<file path="src/rtl/poly_mul_pkg.sv">
// Shared poly_mul constants and the NTT scheduler state encoding.
// Widths here are reused by the coefficient RAM and twiddle ROM.
package poly_mul_pkg;

  localparam int PM_LOG_N        = 3;
  localparam int PM_N            = 1 << PM_LOG_N;
  localparam int PM_HALF_N       = PM_N / 2;
  localparam int PM_ADDR_W       = PM_LOG_N;
  localparam int PM_TW_W         = PM_LOG_N - 1;
  localparam int PM_K_W          = PM_LOG_N - 1;
  localparam int PM_STG_W        = $clog2(PM_LOG_N);
  localparam int PM_MAX_INFLIGHT = 8;

  typedef enum logic [1:0] {
    ST_IDLE  = 2'd0,
    ST_ISSUE = 2'd1,
    ST_DRAIN = 2'd2,
    ST_DONE  = 2'd3
  } ntt_state_e;

  function automatic int pm_cnt_w(input int max_val);
    return $clog2(max_val + 1);
  endfunction

endpackage

</file>
<file path="src/rtl/ntt_addr_gen.sv">
// Radix-2 DIT butterfly address map: (k, stage) -> a, b, twiddle.
// Purely combinational; the scheduler registers the results.
module ntt_addr_gen
  import poly_mul_pkg::*;
#(
  parameter int LOG_N = PM_LOG_N,
  parameter int STG_W = $clog2(LOG_N)
) (
  input  logic [LOG_N-2:0] k,
  input  logic [STG_W-1:0] stage,
  output logic [LOG_N-1:0] addr_a,
  output logic [LOG_N-1:0] addr_b,
  output logic [LOG_N-2:0] tw_addr
);

  localparam logic [LOG_N-1:0] ONE   = LOG_N'(1);
  localparam logic [STG_W-1:0] S_TOP = STG_W'(LOG_N - 1);

  logic [LOG_N-1:0] kx;
  logic [LOG_N-1:0] half;
  logic [LOG_N-1:0] pos;
  logic [LOG_N-1:0] grp;
  logic [LOG_N-1:0] base;

  // Split k into group and in-group position, then spread by 2^(s+1)
  always_comb begin
    kx      = {1'b0, k};
    half    = ONE << stage;
    pos     = kx & (half - ONE);
    grp     = kx >> stage;
    base    = grp << stage;
    addr_a  = (base << 1) | pos;
    addr_b  = addr_a | half;
    tw_addr = pos[LOG_N-2:0] << (S_TOP - stage);
  end

endmodule

</file>
<file path="src/rtl/ntt_stage_sched.sv">
// In-place radix-2 DIT NTT scheduler: one butterfly command per cycle,
// stages gated on full write-back retirement of the previous stage.
module ntt_stage_sched
  import poly_mul_pkg::*;
#(
  parameter int LOG_N        = PM_LOG_N,
  parameter int MAX_INFLIGHT = PM_MAX_INFLIGHT
) (
  input  logic                     clk,
  input  logic                     rst,
  input  logic                     start,
  output logic                     busy,
  output logic                     done,
  output logic                     bf_valid,
  input  logic                     bf_ready,
  output logic [LOG_N-1:0]         addr_a,
  output logic [LOG_N-1:0]         addr_b,
  output logic [LOG_N-2:0]         tw_addr,
  output logic [$clog2(LOG_N)-1:0] stage,
  input  logic                     wb_done,
  output logic                     err
);

  localparam int SW   = $clog2(LOG_N);
  localparam int KW   = LOG_N - 1;
  localparam int IW   = pm_cnt_w(MAX_INFLIGHT);
  localparam int HALF = 1 << (LOG_N - 1);

  localparam logic [KW-1:0] K_LAST = KW'(HALF - 1);
  localparam logic [SW-1:0] S_LAST = SW'(LOG_N - 1);
  localparam logic [IW-1:0] I_MAX  = IW'(MAX_INFLIGHT);

  ntt_state_e       state_q, state_d;
  logic [SW-1:0]    stage_q, stage_d;
  logic [KW-1:0]    k_q, k_d;
  logic [IW-1:0]    inflight_q, inflight_d;
  logic             err_q, err_d;
  logic             bf_valid_q, bf_valid_d;
  logic [LOG_N-1:0] addr_a_q, addr_a_d;
  logic [LOG_N-1:0] addr_b_q, addr_b_d;
  logic [KW-1:0]    tw_q, tw_d;
  logic             issue;

  assign issue = bf_valid_q & bf_ready;

  // In-flight accounting; a write-back with nothing in flight is an error
  always_comb begin
    inflight_d = inflight_q;
    err_d      = err_q;
    case ({issue, wb_done})
      2'b10: inflight_d = inflight_q + IW'(1);
      2'b01: begin
        if (inflight_q == '0) begin
          err_d = 1'b1;
        end else begin
          inflight_d = inflight_q - IW'(1);
        end
      end
      default: ;
    endcase
  end

  // Stage sequencing; DRAIN looks at post-update inflight
  always_comb begin
    state_d = state_q;
    stage_d = stage_q;
    k_d     = k_q;
    unique case (state_q)
      ST_IDLE: begin
        if (start) begin
          state_d = ST_ISSUE;
          stage_d = '0;
          k_d     = '0;
        end
      end
      ST_ISSUE: begin
        if (issue) begin
          if (k_q == K_LAST) begin
            state_d = ST_DRAIN;
            k_d     = '0;
          end else begin
            k_d = k_q + KW'(1);
          end
        end
      end
      ST_DRAIN: begin
        if (inflight_d == '0) begin
          if (stage_q == S_LAST) begin
            state_d = ST_DONE;
          end else begin
            state_d = ST_ISSUE;
            stage_d = stage_q + SW'(1);
            k_d     = '0;
          end
        end
      end
      ST_DONE: begin
        state_d = ST_IDLE;
        stage_d = '0;
        k_d     = '0;
      end
      default: state_d = ST_IDLE;
    endcase
    bf_valid_d = (state_d == ST_ISSUE) &&
                 (inflight_d != I_MAX);
  end

  ntt_addr_gen #(
    .LOG_N (LOG_N),
    .STG_W (SW)
  ) u_addr_gen (
    .k       (k_d),
    .stage   (stage_d),
    .addr_a  (addr_a_d),
    .addr_b  (addr_b_d),
    .tw_addr (tw_d)
  );

  // Scheduler state and registered command outputs
  always_ff @(posedge clk or posedge rst) begin
    if (rst) begin
      state_q    <= ST_IDLE;
      stage_q    <= '0;
      k_q        <= '0;
      inflight_q <= '0;
      err_q      <= 1'b0;
      bf_valid_q <= 1'b0;
      addr_a_q   <= '0;
      addr_b_q   <= '0;
      tw_q       <= '0;
    end else begin
      state_q    <= state_d;
      stage_q    <= stage_d;
      k_q        <= k_d;
      inflight_q <= inflight_d;
      err_q      <= err_d;
      bf_valid_q <= bf_valid_d;
      addr_a_q   <= addr_a_d;
      addr_b_q   <= addr_b_d;
      tw_q       <= tw_d;
    end
  end

  assign busy     = (state_q == ST_ISSUE) ||
                    (state_q == ST_DRAIN);
  assign done     = (state_q == ST_DONE);
  assign bf_valid = bf_valid_q;
  assign addr_a   = addr_a_q;
  assign addr_b   = addr_b_q;
  assign tw_addr  = tw_q;
  assign stage    = stage_q;
  assign err      = err_q;

endmodule
</file>
<file path="config.mk">
export PLATFORM = sky130hd
export DESIGN_NAME = ntt_stage_sched
export DESIGN_NICKNAME = d
export VERILOG_FILES = /design/src/rtl/poly_mul_pkg.sv /design/src/rtl/ntt_addr_gen.sv /design/src/rtl/ntt_stage_sched.sv
export SDC_FILE = /design/constraint.sdc
export NUM_CORES = 1
export LEC_CHECK = 0
export ABC_AREA = 1
export BUFFER_PORTS_ARGS = -buffer_cell sky130_fd_sc_hd__clkbuf_2
export CORE_UTILIZATION = 56
export DETAILED_ROUTE_END_ITERATION = 10
export GPL_ROUTABILITY_DRIVEN = 0
export PLACE_DENSITY = 0.81
export SYNTH_ARGS = -nofsm -noshare
export SYNTH_HDL_FRONTEND = slang
export SYNTH_SLANG_ARGS = --single-unit
</file>
<file path="constraint.sdc">
create_clock -name clk -period 3 [get_ports clk]
set_clock_uncertainty 0.05 [all_clocks]
set_input_delay 0.3 -clock clk [delete_from_list [all_inputs] [get_ports clk]]
set_output_delay 0.3 -clock clk [all_outputs]
set_load 0.05 [all_outputs]
</file>
== Word level (Yosys, flattened, before mapping) ==
Cells that the tools add are included.
Storage, ports and cells
  register bits after elaboration: 20
  latch bits: 0
  memory bits (writable): 0
  ROM bits: 0
  input port bits: 5
  output and inout bits: 14
  word-level logic and storage cells: 56
  memories: 0
Operators by class
  $add $sub $neg: 6
  multiply operators: 0
  div/mod/pow operators: 0
  magnitude comparators: 0
  equal/unequal tests: 9
  shifts and indexed selects: 4
  muxes and demuxes: 18
  bitwise operators: 4
  reduce and logical (&&, ||, !) cells: 6
Operators with widths (count)
  $mux 2: 13
  $pmux 2 s4: 2
  $eq 2x2->1 const B: 5
  $logic_not 4->1: 2
  $pmux 4 s2: 1
  $eq 2x1->1 const B: 3
  $or 3x3->3: 2
  $pmux 2 s3: 1
  $add 2x1->2 const B: 2
  $add 4x1->4 const B: 1
  $mux 4: 1
  $ne 4x4->1 const B: 1
  $sub 4x1->4 const B: 1
  $and 2x3->3: 1
  $shl 1x2->3 const A: 1
  $shl 3x2->2: 1
  $shr 2x2->3: 1
  $sub 3x1->3 const B: 1
  $logic_not 2->1: 1
  $reduce_and 2->1: 1
  $shl 2x2->2: 1
  $sub 2x2->2 const A: 1
  $and 1x1->1: 1
  $logic_and 1x1->1: 1
  $logic_or 1x1->1: 1

== Longest topological paths before layout ==
  depth in word-level cells: 11
  gate-level depth with buffers: 17
  depth with buffers taken out: 17

== By module ==
Synthesis repeated with hierarchy kept, for this count alone.
Unflattened totals
  cells, all modules: 156
  area, all modules: 1280.0 µm²
By module, submodules not included
  ntt_stage_sched: instances 1, cells an instance 134, area each 1156.1 µm², sequential area each 500.5 µm²
  ntt_addr_gen: instances 1, cells an instance 22, area each 123.9 µm², sequential area each 0.0 µm²

== Least setup slack after synthesis ==
OpenSTA, ideal clock, no wires.
  path kind: register -> register
  start point: register bf_valid_q (netlist: bf_valid)
  end point: register tw_q[1] (netlist: tw_addr[1])
  library setup time: 0.065 ns
  arrival: 2.575 ns
  data required time: 2.885 ns
  setup slack: 0.310 ns
  cell stages (with the launch flop): 18
  path buffers: 0
  period minus slack after synthesis: 2.690 ns
  cell sequence: dfrtp_1 nand2_1 inv_1 ha_1 clkinv_1 o21ai_0 o21ai_1 nand2_2 inv_2 nand3_4 nand2_1 nand3_2 nand2_4 inv_1 ha_1 nor2_1 nand3_1 nand2_1
Between the ends
  word-level cells in the longest chain between the ends: 10
  elaborated cells between the ends (all ways): 15
  classes of those cells: add/sub: 2; eq/ne: 2; shift: 2; mux: 6; bitwise: 2; reduce/logical: 1
RTL lines
  start: declaration: line ntt_stage_sched.sv:38  | logic bf_valid_q, bf_valid_d;
  start signal: assignment: line ntt_stage_sched.sv:137  | bf_valid_q <= bf_valid_d;
  $and 1x1->1 *: line ntt_stage_sched.sv:44  | assign issue = bf_valid_q & bf_ready;
  $eq 2x1->1 / $eq 2x2->1 (equally long branches): line ntt_stage_sched.sv:50  | case ({issue, wb_done})
  $pmux 4 s2 *: line ntt_stage_sched.sv:50
  via inflight_d[2]: line ntt_stage_sched.sv:36  | logic [IW-1:0] inflight_q, inflight_d;
  $logic_not 4->1 *: line ntt_stage_sched.sv:87  | if (inflight_d == '0) begin
  $mux 2 *: line ntt_stage_sched.sv:87
  $pmux 2 s3 *: line ntt_stage_sched.sv:68  | unique case (state_q)
  via stage_d[1]: line ntt_stage_sched.sv:34  | logic [SW-1:0] stage_q, stage_d;
  $shl 1x2->3: line ntt_addr_gen.sv:28  | half = ONE << stage;
  $sub 3x1->3: line ntt_addr_gen.sv:29  | pos = kx & (half - ONE);
  $and 2x3->3: line ntt_addr_gen.sv:29
  $shl 2x2->2 *: line ntt_addr_gen.sv:34  | tw_addr = pos[LOG_N-2:0] << (S_TOP - stage);
  via tw_d[1]: line ntt_stage_sched.sv:41  | logic [KW-1:0] tw_q, tw_d;
  end signal: assignment: line ntt_stage_sched.sv:140  | tw_q <= tw_d;
  end: declaration: line ntt_stage_sched.sv:41
The timed path passes the listed nets; every way through them passes the cells marked *.
A chain may end at the register's enable or synchronous reset.

== Worst setup path after layout ==
Same ends and word-level chain as after synthesis.

==> flow_summary_export.csv <==
group,metric,value,unit
floorplan,initial_core_utilization,0.610,
worst_setup_path,r2r_end,"tw_addr[1]",
global_route,grt_pass1_vias,1135,
logic_synthesis,ys_ff_latch,20,
logic_synthesis,synth.yosys.seq_area_share,0.364,
worst_setup_path,req_time_crit_path,3.21,ns
timing,slew_viol_final,0,
floorplan,rows,17,
floorplan,io_pins,19,
route,drt_pass1_iterations,4,
layout,layout.area.seq,500,um2
power_and_ir_drop,clock_power_share,0.114,
run_status,run_status,"complete, no violations",
timing,max_slew.worst_pin.slew,0.747,ns
placement,io_buffers,18,
timing,f_max,374,MHz
layout,most-common-layout-cells,"32 x nand2_1, 29 x inv_1, 20 x dfrtp_1",
route,drt_drc_violations_left,0,
logic_synthesis,synth.cell_area,1380,um2
cts,cts.reportedPaths.clkPinSlew,0.12,ns
worst_setup_path,reg2reg_depth,17,
power_and_ir_drop,power.share.combinational,0.648,
global_route,antenna_found_initial,0,
timing,worst_slew_margin_rel,0.502,
layout,layout_commonest_cell,"nand2_1",
route,num_vias,1092,
cts,cts_hold_repair.buffers,0,
route,routedWlPerCell,11.7,um
cts,clock_sinks,20,
worst_setup_path,worst-r2r-setup-slack,0.33,ns
power_and_ir_drop,power_report.internal_total,885,uW
power_and_ir_drop,p_seq_frac,0.238,
route,final_antenna_net_count,0,
min_path,worst_hold_path_type,"input port to async pin",
worst_setup_path,critical_path_peak_fanout,8,
power_and_ir_drop,power.switching_fraction,0.543,
layout,n_fill_cell,190,
timing,setup_viol,0,
worst_setup_path,critical_path.startpoint_type,"flip-flop",
layout,final_core_utilization,0.689,
global_route,grt_overflow_total,0,
logic_synthesis,synth_cells,170,
route,drt_iter0_markers,21,
layout,area.growth.synth_to_final,12.9,%
power_and_ir_drop,leakage,0.000833,uW
floorplan,die_boundary_height,51.6,um
cts,clock-root-buffer,"clkbuf_4",
worst_setup_path,cp-end-kind,"flip-flop",
worst_setup_path,timing_worst_setup_path_type,"flip-flop to flip-flop",
layout,ant_cells,0,
cts,htreeDepth,1,
logic_synthesis,postSynthAreaPerCell,8.10,um2
global_route,grt_first_pass_wirelength,4660,um
job,max_cap_viol_count,0,
cts,postCtsSetupRepairBufs,0,
global_route,grt_start_max_net_pins,21,
global_route,track_usage,0.241,
worst_setup_path,timing.rr.start,"bf_valid",
layout,multi_input_comb_area,748,um2
placement,hpwl,2090,um
cts,clk-insertion-delay-late,0.31,ns
timing,rsz0062_at_grt,"no",
timing,hold_viol,0,
route,routed_via_density,4.96,
logic_synthesis,count_of_cell_types_in_the_netlist,25,
floorplan,placeableCoreArea,2250,um2
floorplan,die-width,51.6,um
cts,cts-resized-gates,0,
layout,design.final.nets,211,
logic_synthesis,synthesis.nets,188,
cts,tritoncts_buffers,3,
layout,layout-drive-gt1-share,0.276,
logic_synthesis,yosys_warning_total,0,
power_and_ir_drop,power.ir.vdd_worst,0.810,mV
cts,clock_tree_from_tritoncts,"yes",
timing,post-route-period-util,0.891,
timing,finalSetupTns,0,ns
power_and_ir_drop,reported_net_switching_power,1050,uW
floorplan,fp.dieArea,2660,um2
route,totalWireLength,2580,um
cts,cts.path.max_buffers,2,
worst_setup_path,cp.arrival,2.88,ns
timing,final.min_clock_period,2.67,ns
power_and_ir_drop,pwr_per_cell_area,1240,nW/um2
state kept, by name (all words and copies together) (netlist names):
signal / cells
k_q: 2
err: 1
tw_addr: 2
addr_b: 3
addr_a: 3
state_q: 2
inflight_q: 4
bf_valid: 1
stage: 2
cell families (layout without fill, tap and decap cells):
logic type,count (synthesis),after routing,share of synthesized area
simple gates,87,87,0.351
buf+inv,34,56,0.0927
flops,20,20,0.364
compound gates,15,15,0.0682
fa+ha+maj,13,13,0.118
xor+xnor,1,1,0.00636
metal layers:
layer / vias up / track usage / wire, um
li1: 572 / - / -
met1: 500 / 0.271 / 1120
met4: 0 / 0.122 / 40
met3: 4 / 0.0263 / 69
met2: 16 / 0.446 / 1350
met5: - / 0 / 0
power groups by stage:
stage               Combinational, uW  Clock, uW  Sequential (uW)
floorplan                         887          0              605
global placement                 1230          0              457
detailed placement               1260          0              464
CTS                              1260        228              459
global route                     1400        239              473
finish                           1250        221              460
through the flow:
step / power (uW) / instances / hold slack (ns) / cell area, um2 / setup WS [ns]
after floorplan: 1490 / 170 / 0.214 / 1380 / 0.310
after global placement: 1690 / 216 / 0.380 / 1500 / 0.507
after detailed placement: 1720 / 216 / 0.399 / 1500 / 0.332
after CTS: 1950 / 220 / 0.0397 / 1550 / 0.293
after global routing: 2120 / 220 / 0.0729 / 1550 / 0.0592
final: 1930 / 220 / 0.0265 / 1550 / 0.328
worst max path at each step:
stage | startpoint | to | slack, ns | depth (start not counted)
after floorplan | bf_valid | tw_addr[1] | 0.31 | 17
after global placement | bf_ready | tw_addr[1] | 0.51 | 18
after detailed placement | bf_valid | tw_addr[1] | 0.33 | 17
after CTS | bf_valid | tw_addr[1] | 0.29 | 17
after global routing | bf_valid | tw_addr[1] | 0.06 | 17
final | bf_valid | tw_addr[1] | 0.33 | 17
worst max-delay path, stage by stage, from the launching register on:
cell	delay, ns
dfrtp_1	0.39
nand2_1	0.17
inv_1	0.08
ha_1	0.33
clkinv_1	0.12
o21ai_0	0.09
o21ai_1	0.16
nand2_2	0.08
inv_2	0.13
nand3_4	0.10
nand2_1	0.08
nand3_2	0.08
nand2_4	0.11
inv_1	0.07
ha_1	0.33
nor2_1	0.12
nand2_1	0.06
nand2_1	0.07
cell usage after synthesis (all sizes together):
master | count | share of area
inv | 33 | 0.090
a31oi | 1 | 0.0091
dfrtp | 20 | 0.36
nand3 | 15 | 0.071
a21oi | 6 | 0.030
clkinv | 1 | 0.0027
o21ai | 8 | 0.029
nand2 | 49 | 0.18
nor2 | 16 | 0.059
nor3 | 1 | 0.0036
or2 | 2 | 0.0091
xor2 | 1 | 0.0064
ha | 13 | 0.12
nand4 | 4 | 0.029
cell type report:
| cell class | instances | share of cell area |
|---|---|---|
| Clock buffer | 3 | 0.0145 |
| Clock inverter | 1 | 0.0193 |
| Inverter | 34 | 0.0821 |
| Multi-Input combinational cell | 116 | 0.481 |
| Sequential cell | 20 | 0.322 |
| Tap cell | 28 | 0.0225 |
| Timing Repair Buffer | 18 | 0.0580 |
Power figures use the tool's default switching activity.
